[src/rtl/ic_bvugt_bvshl_witness_search_if.sv]
// ---------------------------------------------------------------------------
// ic_bvugt_bvshl_witness_search_if
// Bundles the request/response handshake of the bvugt/bvshl witness search.
//
// Handshake rules (valid/ready):
//   A transfer happens on a rising clk edge where valid and ready are both 1.
//   The producer holds its payload stable while valid=1 and ready=0.
//   In this block valid never depends on ready.
//
// Signals:
//   req_valid   requester -> block   request present, s_in/t_in valid
//   req_ready   block -> requester   block can accept a request
//   s_in        requester -> block   shift amount s (W bits, unsigned)
//   t_in        requester -> block   comparison bound t (W bits, unsigned)
//   rsp_valid   block -> consumer    result valid
//   rsp_ready   consumer -> block    consumer accepts result
//   rsp_found   block -> consumer    1 = witness exists
//   rsp_witness block -> consumer    smallest witness x, 0 when none
//   ic_mismatch block -> consumer    search result disagrees with closed form
//
// Modports: master = requester/consumer side, slave = search block.
// ---------------------------------------------------------------------------
interface ic_bvugt_bvshl_witness_search_if #(
   parameter int W = 4
);
   logic         req_valid;
   logic         req_ready;
   logic [W-1:0] s_in;
   logic [W-1:0] t_in;
   logic         rsp_valid;
   logic         rsp_ready;
   logic         rsp_found;
   logic [W-1:0] rsp_witness;
   logic         ic_mismatch;

   modport master (
      output req_valid, s_in, t_in, rsp_ready,
      input  req_ready, rsp_valid, rsp_found, rsp_witness, ic_mismatch
   );

   modport slave (
      input  req_valid, s_in, t_in, rsp_ready,
      output req_ready, rsp_valid, rsp_found, rsp_witness, ic_mismatch
   );
endinterface

[src/rtl/ic_bvugt_bvshl_witness_search.sv]
// ---------------------------------------------------------------------------
// ic_bvugt_bvshl_witness_search
// Brute-force search for the smallest x such that (x << s) >u t, all W bits.
// Used to validate synthesized Skolem functions for bvugt/bvshl on chip.
//
// Ports:
//   clk       in   rising-edge clock
//   rst_n     in   asynchronous active-low reset
//   bus       slave modport of ic_bvugt_bvshl_witness_search_if
//             (req_valid/req_ready/s_in/t_in, rsp_valid/rsp_ready/
//              rsp_found/rsp_witness, ic_mismatch)
//   state_dbg out  current FSM state (0=IDLE, 1=SEARCH, 2=DONE)
//
// Optional feature (macro IC_CROSSCHECK_EN): when defined, the search result
// is compared with the closed-form invertibility condition
// t <u (~0 << s) and ic_mismatch flags disagreement while in DONE.
// When undefined, ic_mismatch is constant 0 and no IC logic exists.
//
// Timing: witness k -> rsp_valid k+1 edges after the accept edge;
// no solution -> rsp_valid 2^W edges after the accept edge.
// All outputs come from registers; no input-to-output combinational path.
// ---------------------------------------------------------------------------
module ic_bvugt_bvshl_witness_search #(
   parameter int W = 4
) (
   input  logic                                  clk,
   input  logic                                  rst_n,
   ic_bvugt_bvshl_witness_search_if.slave        bus,
   output logic [1:0]                            state_dbg
);

   typedef enum logic [1:0] {
      IDLE   = 2'd0,
      SEARCH = 2'd1,
      DONE   = 2'd2
   } state_t;

   // W as a W-bit value; W < 2^W for every legal W, so it always fits.
   localparam logic [W-1:0] W_L = W'(W);

   state_t       state, state_next;
   logic [W-1:0] s_q, t_q, x_cnt;
   logic [W-1:0] s_next, t_next, x_next;
   logic         found_q, found_next;
   logic [W-1:0] witness_q, witness_next;
   logic [W-1:0] prod;
   logic         hit;
   logic         last_x;

   // Candidate product; shifts of W or more clear every bit.
   always_comb begin
      prod = '0;
      if (s_q < W_L) prod = x_cnt << s_q;
   end

   assign hit    = (prod > t_q);
   assign last_x = (x_cnt == {W{1'b1}});

   // Next-state and datapath updates.
   always_comb begin
      state_next   = state;
      s_next       = s_q;
      t_next       = t_q;
      x_next       = x_cnt;
      found_next   = found_q;
      witness_next = witness_q;
      case (state)
         IDLE: begin
            if (bus.req_valid) begin
               s_next     = bus.s_in;
               t_next     = bus.t_in;
               x_next     = '0;
               state_next = SEARCH;
            end
         end
         SEARCH: begin
            if (hit) begin
               found_next   = 1'b1;
               witness_next = x_cnt;
               state_next   = DONE;
            end else if (last_x) begin
               // Exhausted the space; x_cnt stays at all-ones rather than wrapping.
               found_next   = 1'b0;
               witness_next = '0;
               state_next   = DONE;
            end else begin
               x_next = x_cnt + 1'b1;
            end
         end
         DONE: begin
            if (bus.rsp_ready) state_next = IDLE;
         end
         default: state_next = IDLE;
      endcase
   end

   always_ff @(posedge clk or negedge rst_n) begin
      if (!rst_n) begin
         state     <= IDLE;
         s_q       <= '0;
         t_q       <= '0;
         x_cnt     <= '0;
         found_q   <= 1'b0;
         witness_q <= '0;
      end else begin
         state     <= state_next;
         s_q       <= s_next;
         t_q       <= t_next;
         x_cnt     <= x_next;
         found_q   <= found_next;
         witness_q <= witness_next;
      end
   end

   assign bus.req_ready   = (state == IDLE);
   assign bus.rsp_valid   = (state == DONE);
   assign bus.rsp_found   = found_q;
   assign bus.rsp_witness = witness_q;
   assign state_dbg       = state;

`ifdef IC_CROSSCHECK_EN
   logic [W-1:0] ic_limit;
   logic         ic_now;
   logic         ic_q;
   logic         mismatch_q;

   // A witness exists iff the largest reachable product (~0 << s) exceeds t.
   always_comb begin
      ic_limit = '0;
      if (s_q < W_L) ic_limit = {W{1'b1}} << s_q;
   end
   assign ic_now = (t_q < ic_limit);

   always_ff @(posedge clk or negedge rst_n) begin
      if (!rst_n) begin
         ic_q       <= 1'b0;
         mismatch_q <= 1'b0;
      end else if (state == SEARCH && state_next == DONE) begin
         ic_q       <= ic_now;
         mismatch_q <= (ic_now != found_next);
      end else if (state == DONE && state_next == IDLE) begin
         mismatch_q <= 1'b0;
      end
   end

   // Gate by DONE so the flag is only visible alongside a response.
   assign bus.ic_mismatch = (state == DONE) && mismatch_q && (ic_q == ~found_q);
`else
   assign bus.ic_mismatch = 1'b0;
`endif

endmodule

[src/flat_wrapper.sv]
// flat-port wrapper written by rule: the top's interface ports become plain ports
module ic_bvugt_bvshl_witness_search_flat 
#(
   parameter int W = 4
)
  (clk, rst_n, state_dbg, bus_req_valid, bus_s_in, bus_t_in, bus_rsp_ready, bus_req_ready, bus_rsp_valid, bus_rsp_found, bus_rsp_witness, bus_ic_mismatch);
  ic_bvugt_bvshl_witness_search_if #(.W(W)) bus_i ();
  input  logic clk;
  input  logic rst_n;
  output logic [1:0] state_dbg;
  input wire logic [$bits(bus_i.req_valid)-1:0] bus_req_valid;
  input wire logic [$bits(bus_i.s_in)-1:0] bus_s_in;
  input wire logic [$bits(bus_i.t_in)-1:0] bus_t_in;
  input wire logic [$bits(bus_i.rsp_ready)-1:0] bus_rsp_ready;
  output wire logic [$bits(bus_i.req_ready)-1:0] bus_req_ready;
  output wire logic [$bits(bus_i.rsp_valid)-1:0] bus_rsp_valid;
  output wire logic [$bits(bus_i.rsp_found)-1:0] bus_rsp_found;
  output wire logic [$bits(bus_i.rsp_witness)-1:0] bus_rsp_witness;
  output wire logic [$bits(bus_i.ic_mismatch)-1:0] bus_ic_mismatch;
  assign bus_i.req_valid = bus_req_valid;
  assign bus_i.s_in = bus_s_in;
  assign bus_i.t_in = bus_t_in;
  assign bus_i.rsp_ready = bus_rsp_ready;
  assign bus_req_ready = bus_i.req_ready;
  assign bus_rsp_valid = bus_i.rsp_valid;
  assign bus_rsp_found = bus_i.rsp_found;
  assign bus_rsp_witness = bus_i.rsp_witness;
  assign bus_ic_mismatch = bus_i.ic_mismatch;
  ic_bvugt_bvshl_witness_search #(.W(W)) u_core (.clk(clk), .rst_n(rst_n), .bus(bus_i), .state_dbg(state_dbg));
endmodule
[config.mk]
export PLATFORM = sky130hd
export DESIGN_NAME = ic_bvugt_bvshl_witness_search_flat
export DESIGN_NICKNAME = d
export VERILOG_FILES = /design/src/rtl/ic_bvugt_bvshl_witness_search_if.sv /design/src/rtl/ic_bvugt_bvshl_witness_search.sv /design/src/flat_wrapper.sv
export SDC_FILE = /design/constraint.sdc
export NUM_CORES = 1
export LEC_CHECK = 0
export ABC_AREA = 1
export CAP_MARGIN = 15
export CORE_MARGIN = 3
export CORE_UTILIZATION = 50
export CTS_CLUSTER_DIAMETER = 80
export DETAILED_ROUTE_END_ITERATION = 10
export PLACE_DENSITY = 0.81
export SYNTH_ARGS = -nofsm -noshare
export SYNTH_HDL_FRONTEND = slang
export SYNTH_SLANG_ARGS = --single-unit
[constraint.sdc]
create_clock -name clk -period 3 [get_ports clk]
set_input_delay 0.45 -clock clk [delete_from_list [all_inputs] [get_ports clk]]
set_output_delay 0.45 -clock clk [all_outputs]
set_load 0.01 [all_outputs]
## After elaboration in Yosys (flattened, before gate mapping)

Index checks and enable logic that the tools add are counted.

- Bits in registers: 19
- Output and inout port bits: 10
- Input port bits: 12

- Add/sub/neg operators: 1
- Shifts and indexed selects: 1
- Mux-type cells: 14
- Order comparisons: 2
- Eq/ne operators: 8
- Reductions and logical operators: 7

Operator list:

| operator | number |
|---|---|
| $mux 4 | 6 |
| $mux 2 | 4 |
| $ne 2x2->1 const B | 4 |
| $pmux 4 s2 | 1 |
| $pmux 2 s3 | 1 |
| $add 4x1->4 const B | 1 |
| $eq 4x4->1 const B | 1 |
| $gt 4x4->1 | 1 |
| $lt 4x3->1 const B | 1 |
| $reduce_and 2->1 | 2 |
| $reduce_and 4->1 | 1 |
| $reduce_bool 2->1 | 2 |
| $shl 4x4->4 | 1 |
| $ne 3x1->1 const B | 1 |
| $reduce_and 3->1 | 1 |
| $eq 2x1->1 const B | 1 |
| $eq 2x2->1 const B | 1 |
| $logic_not 2->1 | 1 |
| $mux 1 | 2 |

## Longest topological paths before layout

Gate-level depths: netlist of the first run.

- Depth after elaboration: 5
- Gate-level depth with buffers: 14
- Mapped depth without buffers: 14

## Least setup slack after synthesis of the first run

Ideal clock, no wire load.

- Path type: register to register
- Start point: register u_core.s_q[3]
- End point: register u_core.witness_q[0] (netlist: u_core.bus.rsp_witness[0])
- Arrival time: 1.616 ns
- Path buffers: 1
- Stages on the path, launching flop included: 12
- Data required time: 2.878 ns
- Setup slack: 1.263 ns
- Path through: dfrtp_1 nor3_1 inv_1 o22ai_1 ha_1 nand2_1 inv_1 nand3_1 nand3_1 buf_6 nand3_1 o21ai_1

- Longest elaborated chain between the ends: 5
- Elaborated cells on any way between the ends: 7
- Those cells by class: order compare: 2; shift: 1; mux: 2; reduce/logical: 2

RTL lines:

| what | RTL line | source |
|---|---|---|
| from (decl) | ic_bvugt_bvshl_witness_search.sv:42 | `logic [W-1:0] s_q, t_q, x_cnt;` |
| from (signal assigned) | ic_bvugt_bvshl_witness_search.sv:107 | `s_q <= s_next;` |
| $lt 4x3->1 / $shl 4x4->4 (equally long branches) | ic_bvugt_bvshl_witness_search.sv:53 | `if (s_q < W_L) prod = x_cnt << s_q;` |
| $mux 4 * | ic_bvugt_bvshl_witness_search.sv:53 |  |
| $gt 4x4->1 * | ic_bvugt_bvshl_witness_search.sv:56 | `assign hit = (prod > t_q);` |
| $reduce_bool 2->1 (no line) | -- |  |
| $reduce_and 2->1 (no line) | -- |  |
| to (signal assigned) | ic_bvugt_bvshl_witness_search.sv:111 | `witness_q <= witness_next;` |
| to (decl) | ic_bvugt_bvshl_witness_search.sv:45 | `logic [W-1:0] witness_q, witness_next;` |

Every way passes the cells marked *; elsewhere a longest branch is shown, timed or not.
A chain may end at the register's enable or synchronous reset.

## Final worst setup path of the first run

- Start point: register u_core.s_q[3]
- End point: register u_core.witness_q[3] (netlist: u_core.bus.rsp_witness[3])

The elaborated chain is that of the path after synthesis.

==> impl_metrics.csv, run 1 <==
group,metric,value,unit
clock_tree,cts_hold_buf,0,
placement,place_congestion,0.813,
detailed_routing,drtPass1Iterations,4,
finish,fillers,157,
floorplanning,die_h,51.7,um
finish,drive_gt1_share,10.5,%
pwr,seq_power_share,40.4,%
synth,syn-cell-area,1040,um2
pwr,p_int,0.000656,W
sta,setup_tns,0,ns
sta,holdWs,0.525,ns
synth,seq_area_frac_synth,45.6,%
clock_tree,clock_sinks,19,
pwr,peakVddDrop,492,uV
clock_tree,ctsResizeCount,0,
detailed_routing,first_iter_violations,28,
finish,diodes,0,
clock_tree,h-tree-depth,1,
sta,slew_viol_final,0,
sta,slew_headroom,45.0,%
floorplanning,num_rows,15,
synth,avgSynthCellArea,8.55,um2
placement,post-dp-hpwl,1490,um
clock_tree,tritoncts,"yes",
sta,tightest_slew,0.823,ns
finish,area_growth,21.8,%
floorplanning,start_util,56.7,%
floorplanning,coreArea,1840,um2
detailed_routing,wl_met3,117,um
detailed_routing,m1WireLength,846,um
detailed_routing,vias,846,
synth,yosysMostFrequentCell,"dfrtp_1",
critical_path,crit_path_start,"u_core.s_q[3]$_DFFE_PN0P_",
sta,finClkSkew,0.00328,ns
sta,hold_viol_final,0,
detailed_routing,routed_wirelength,1930,um
placement,portBuffers,20,
clock_tree,post_cts_buffers,0,
critical_path,cp_common_cell,"nand3_1",
clock_tree,cts_buffer_depth,2,
pwr,leakage,0.630,nW
clock_tree,clk_pin_slew,0.11,ns
synth,ys_types,24,
sta,final-setup-viol-count,0,
global_routing,antenna_found_initial,0,
global_routing,grt_pass1_vias,792,
synth,synth_top_cells_by_count,"dfrtp_1, inv_1, nand2_1",
detailed_routing,drcViolationCount,0,
critical_path,slowest_stage,"dfrtp_1",
sta,fin_crit_sh,68.2,%
synth,netlist_top_cells_area,"dfrtp_1, nand3_1, inv_1",
floorplanning,die-width,51.7,um
synth,yosysTopAreaCellShare,45.6,%
critical_path,critical_path_class,"reg2reg",
synth,synth_edf_count,0,
detailed_routing,routedWlPerCell,11.5,um
run_status,status,"finished, final reports clean",
min_path,holdCritPathClass,"reg2reg",
critical_path,cp_max_fo,11,
pwr,power_density,885,nW/um2
pwr,p_sw,0.000469,W
job,max-cap-violations,0,
synth,yosys_warnings,0,
pwr,clkPwrFrac,11.6,%
critical_path,cp-end-kind,"flop",
clock_tree,numCtsBuffers,3,
floorplanning,ioPinCount,22,
critical_path,critical_path.max_stage_delay,0.42,ns
pwr,p_sw_share,41.7,%
sta,period_needed,2.05,ns
detailed_routing,antenna_left,0,
synth,async_flop_share,100,%
synth,synth_fp_nets,139,
synth,ys_ff_latch,19,
global_routing,globalRouteOverflowTotal,0,
synth,synthCells,122,
critical_path,crit_required,3.19,ns
global_routing,grt_pass1_wl,3320,um
detailed_routing,met2_length,923,um
clock_tree,clk_latency,0.30,ns
detailed_routing,top_layer,"met4",
critical_path,r2r_start,"u_core.s_q[3]$_DFFE_PN0P_",
finish,nNetsFinal,161,
detailed_routing,viasPerCell,5.04,
critical_path,arrival,2.23,ns
global_routing,grt_max_degree,20,
sta,max_freq,0.489,GHz
sta,rsz0062_at_grt,"false",
finish,regArea,475,um2
synth,netlist.top_cell.by_area,"dfrtp_1",
finish,multi_input_area,463,um2
clock_tree,root_buffer,"clkbuf_4",
critical_path,worstSetupStartpointType,"flop",
min_path,hp-start,"u_core.bus.rsp_witness[2]$_DFFE_PN0P_",
global_routing,track_usage,16.7,%
floorplanning,die_area,2670,um2
critical_path,cp_cell_sequence,"nor3_1 > inv_1 > o22ai_1 > ha_1 > nand2_1 > inv_1 > nand3_1 > nand3_1 > nand3_1 > o21ai_2",
synth,synthFlopType,"dfrtp_1",
pwr,pwr-share-comb,48.0,%
state kept, by name (all words and copies together) (netlist names):
| register | count |
|---|---|
| u_core.bus.rsp_found | 1 |
| u_core.x_cnt | 4 |
| u_core.bus.rsp_witness | 4 |
| u_core.s_q | 4 |
| u_core.t_q | 4 |
| u_core.state_dbg | 2 |
layout make-up:
| type | instances | share of cell area, % |
|---|---|---|
| Inverter | 20 | 5.91 |
| Clock buffer | 4 | 2.07 |
| Multi-Input combinational cell | 80 | 36.4 |
| Tap cell | 25 | 2.46 |
| Timing Repair Buffer | 20 | 15.7 |
| Sequential cell | 19 | 37.4 |
metrics by stage:
step,std cells,area (um2),worst slack [ns],total power (W),util [%]
finish,168,1270,0.953,0.00112,69.1
global route,168,1270,0.681,0.00123,69.1
CTS,168,1270,0.958,0.00113,69.1
detailed placement,164,1240,0.987,0.000999,67.7
global placement,164,1240,1.03,0.000974,67.7
floorplan,122,1040,1.26,0.000827,-
critical path, delay by kind of cell, from the launching register on:
kind            cells  cell delay (ns)
flops               1             0.42
compound gates      2             0.23
buf+inv             2             0.15
fa+ha+maj           1             0.26
simple gates        5             0.87
layout by cell type, fill, tap and decap left out:
| master | n |
|---|---|
| nor2_2 | 1 |
| dfrtp_1 | 19 |
| clkbuf_4 | 3 |
| ha_1 | 5 |
| nand2_1 | 17 |
| nor3_1 | 3 |
| nand2_4 | 3 |
| nand3_1 | 15 |
| o22ai_1 | 1 |
| a21oi_1 | 7 |
| conb_1 | 1 |
| a31oi_1 | 1 |
| nand2_2 | 2 |
| o21ai_0 | 2 |
| xor2_1 | 1 |
| clkdlybuf4s50_1 | 20 |
| inv_1 | 18 |
| o21ai_2 | 2 |
| o211ai_1 | 1 |
| o32ai_1 | 1 |
| clkbuf_1 | 1 |
| inv_2 | 2 |
| nor2_1 | 12 |
| o21ai_1 | 3 |
| mux2_4 | 2 |
cell families (layout without fill, tap and decap cells):
kind of cell             Yosys count  in the layout  synth area share, %
adder cells (fa/ha/maj)            5              5                 6.00
multiplexers                       2              2                 2.88
AND/OR/NAND/NOR                   53             53                 24.1
other                              1              1                0.359
AO/OA/AOI/OAI                     18             18                 10.2
buffers and inverters             23             44                 10.1
flip-flops                        19             19                 45.6
XOR/XNOR                           1              1                0.839
per-layer routing:
| layer | GRT usage, % | vias to the layer above |
|---|---|---|
| met4 | 7.86 | 0 |
| met5 | 0 | - |
| met3 | 4.01 | 5 |
| met2 | 27.5 | 27 |
| met1 | 20.5 | 382 |
| li1 | - | 432 |
path summary, 6_finish.rpt:
kind                                                          to  slack (ns)  cells after the start
min reg2reg                u_core.bus.rsp_witness[2]$_DFFE_PN0P_        0.53                      2
min                        u_core.bus.rsp_witness[2]$_DFFE_PN0P_        0.53                      2
min in group asynchronous       u_core.bus.rsp_found$_DFFE_PN0P_        0.61                      1
max in group asynchronous              u_core.t_q[2]$_DFFE_PN0P_        1.88                      1
max reg2reg                u_core.bus.rsp_witness[3]$_DFFE_PN0P_        0.95                     10
max                        u_core.bus.rsp_witness[3]$_DFFE_PN0P_        0.95                     10
power groups by stage:
stage / registers (W) / clock network (W) / logic (W)
after floorplan: 0.000455 / 0 / 0.000373
after global placement: 0.000454 / 0 / 0.000520
after detailed placement: 0.000461 / 0 / 0.000537
after CTS: 0.000455 / 0.000135 / 0.000542
after global routing: 0.000471 / 0.000150 / 0.000604
final: 0.000455 / 0.000130 / 0.000540
No activity file was read; power rests on OpenSTA's default activity.
==> run 2: changes to the inputs <==
--- a/config.mk
+++ b/config.mk
@@ -8,10 +8,10 @@
 export ABC_AREA = 1
 export CAP_MARGIN = 15
 export CORE_MARGIN = 3
-export CORE_UTILIZATION = 50
+export CORE_UTILIZATION = 49
 export CTS_CLUSTER_DIAMETER = 80
 export DETAILED_ROUTE_END_ITERATION = 10
-export PLACE_DENSITY = 0.81
+export PLACE_DENSITY = 0.79
 export SYNTH_ARGS = -nofsm -noshare
 export SYNTH_HDL_FRONTEND = slang
 export SYNTH_SLANG_ARGS = --single-unit
==> constraint.sdc (replaced) <==
create_clock -name clk -period 1.9 [get_ports clk]
set_input_delay 0.285 -clock clk [delete_from_list [all_inputs] [get_ports clk]]
set_output_delay 0.285 -clock clk [all_outputs]
set_load 0.01 [all_outputs]
==> run 2 against run 1 <==
Net effect:
- the flow now finishes with violations (negative setup slack)
- critical path depth is 1 higher
- setup slack worse by 1.0 ns
- die area is 1.8% higher
- sequential cell count stayed put
- first-iteration DRC count is 14% higher
- total power is 86% higher
- final area is 14% higher
- combinational power is 110% higher
- worst hold slack worse by 0.23 ns
==> impl_metrics.csv, run 2 (synthesized netlist as in run 1, its figures left out) <==
group,metric,value,unit
run_status,status,"finished, violations left",
run_status,violations,"negative setup slack",
critical_path,critical_path_class,"reg2reg",
sta,max_freq,0.511,GHz
floorplanning,die_area,2720,um2
floorplanning,ioPinCount,22,
pwr,clkPwrFrac,10.2,%
placement,portBuffers,20,
pwr,seq_power_share,35.8,%
clock_tree,cts_buffer_depth,2,
finish,drive_gt1_share,33.8,%
detailed_routing,routedWlPerCell,14.2,um
floorplanning,die_h,52.1,um
detailed_routing,routed_wirelength,2560,um
sta,fin_crit_sh,103,%
finish,nNetsFinal,172,
finish,diodes,0,
placement,place_congestion,0.755,
min_path,holdCritPathClass,"in2async",
clock_tree,clk_pin_slew,0.11,ns
critical_path,arrival,2.22,ns
global_routing,grt_pass1_vias,849,
critical_path,critical_path.max_stage_delay,0.44,ns
global_routing,gr-usage-met1,19.0,%
global_routing,track_usage,17.8,%
global_routing,use_met3,4.30,%
placement,post-dp-hpwl,1530,um
critical_path,ff2ff_path_depth,11,
critical_path,r2r-end,"u_core.x_cnt[1]$_DFFE_PN0P_",
finish,fillers,140,
pwr,p_sw_share,43.5,%
critical_path,crit_required,2.16,ns
sta,setup_tns,-0.488,ns
critical_path,rrSetupSlack,-0.06,ns
critical_path,slowest_stage,"dfrtp_1",
pwr,peakVddDrop,796,uV
detailed_routing,drcViolationCount,0,
critical_path,cp-end-kind,"flop",
global_routing,grt_max_degree,20,
global_routing,grt_pass1_wl,3510,um
critical_path,cp_max_fo,5,
pwr,power_density,1450,nW/um2
floorplanning,num_rows,16,
clock_tree,root_buffer,"clkbuf_4",
clock_tree,cts_hold_buf,0,
detailed_routing,first_iter_violations,32,
clock_tree,clock_sinks,19,
pwr,pwr-share-comb,53.9,%
global_routing,antenna_found_initial,0,
sta,final-setup-viol-count,10,
floorplanning,coreArea,1980,um2
finish,regArea,479,um2
global_routing,top_usage_layer,"met2",
detailed_routing,antenna_left,0,
pwr,p_sw,0.000910,W
sta,period_needed,1.96,ns
finish,final_cell_mix,"clkdlybuf4s50_1, dfrtp_1, nand2_1",
finish,final_util,72.9,%
job,max-cap-violations,0,
critical_path,worstSetupStartpointType,"flop",
clock_tree,numCtsBuffers,3,
finish,area_growth,38.5,%
clock_tree,h-tree-depth,1,
pwr,p_int,0.00118,W
critical_path,cp_cell_sequence,"nor3_2 > inv_2 > o22ai_2 > ha_1 > a21oi_1 > nand2_2 > nand2_2 > nand2_4 > nand2_4 > nand2_1 > nand2_1",
sta,hold_viol_final,0,
pwr,leakage,0.688,nW
clock_tree,tritoncts,"yes",
pwr,finalPower,0.00209,W
clock_tree,clk_latency,0.31,ns
sta,rsz0062_at_grt,"true",
sta,layout_setup_ws,-0.0585,ns
detailed_routing,drtPass1Iterations,4,
floorplanning,die-width,52.1,um
detailed_routing,vias,958,
global_routing,globalRouteOverflowTotal,0,
finish,multi_input_area,541,um2
floorplanning,start_util,52.7,%
sta,finClkSkew,0.000924,ns
finish,final_common_cell,"clkdlybuf4s50_1",
detailed_routing,viasPerCell,5.29,
critical_path,r2r_start,"u_core.s_q[1]$_DFFE_PN0P_",
global_routing,met2_usage,31.6,%
sta,slew_viol_final,0,
[run 2: stage by stage]
stage | instance area, um2 | setup WS (ns) | std cells | hold WS (ns)
floorplan | 1040 | 0.163 | 122 | -0.0106
finish | 1450 | -0.0585 | 181 | 0.293
global route | 1450 | -0.231 | 181 | 0.297
CTS | 1310 | 0.00673 | 174 | 0.305
detailed placement | 1270 | -0.0293 | 169 | 0.504
global placement | 1270 | 0.0804 | 169 | 0.487
[run 2: critical path: cells and delay by family, from the launching register on]
kind	cells	cell delay, ns
buffers and inverters	1	0.10
adders and majority gates	1	0.27
AOI/OAI and AO/OA	2	0.37
and+or+nand+nor	7	0.72
DFF	1	0.44
[run 2: timing repair]
item / 4_1_cts / 5_1_grt
resized for setup: 3 / 28
setup endpoints to repair: 10 / 11
cloned: 0 / 1
pin swaps: 0 / 3
buffers inserted: 1 / 6
[run 2: metal layers]
metal / routed length (um) / vias up
li1: - / 459
met1: 994 / 452
met2: 1340 / 38
met3: 143 / 9
met4: 89 / 0
met5: 0 / -
[run 2: final cells by class]
type / count / share of cell area, %
Clock buffer: 4 / 1.82
Inverter: 20 / 5.37
Multi-Input combinational cell: 80 / 37.4
Sequential cell: 19 / 33.2
Tap cell: 27 / 2.34
Timing Repair Buffer: 31 / 19.9
[run 2: worst max path at each step]
stage | to | depth (start not counted) | startpoint
floorplan | u_core.bus.rsp_witness[0]$_DFFE_PN0P_ | 11 | u_core.s_q[3]$_DFFE_PN0P_
global placement | u_core.state_dbg[1]$_DFFE_PN0P_ | 9 | u_core.s_q[3]$_DFFE_PN0P_
detailed placement | u_core.bus.rsp_witness[3]$_DFFE_PN0P_ | 11 | u_core.s_q[3]$_DFFE_PN0P_
CTS | u_core.bus.rsp_witness[3]$_DFFE_PN0P_ | 11 | u_core.s_q[3]$_DFFE_PN0P_
global route | u_core.x_cnt[0]$_DFFE_PN0P_ | 13 | u_core.s_q[1]$_DFFE_PN0P_
finish | u_core.x_cnt[1]$_DFFE_PN0P_ | 11 | u_core.s_q[1]$_DFFE_PN0P_
[run 2: power by group through the flow]
stage / Clock [W] / Combinational (W) / Sequential, W
floorplan: 0 / 0.000588 / 0.000718
CTS: 0.000215 / 0.000898 / 0.000719
detailed placement: 0 / 0.000874 / 0.000722
global placement: 0 / 0.000843 / 0.000709
finish: 0.000215 / 0.00113 / 0.000750
global route: 0.000240 / 0.00124 / 0.000770
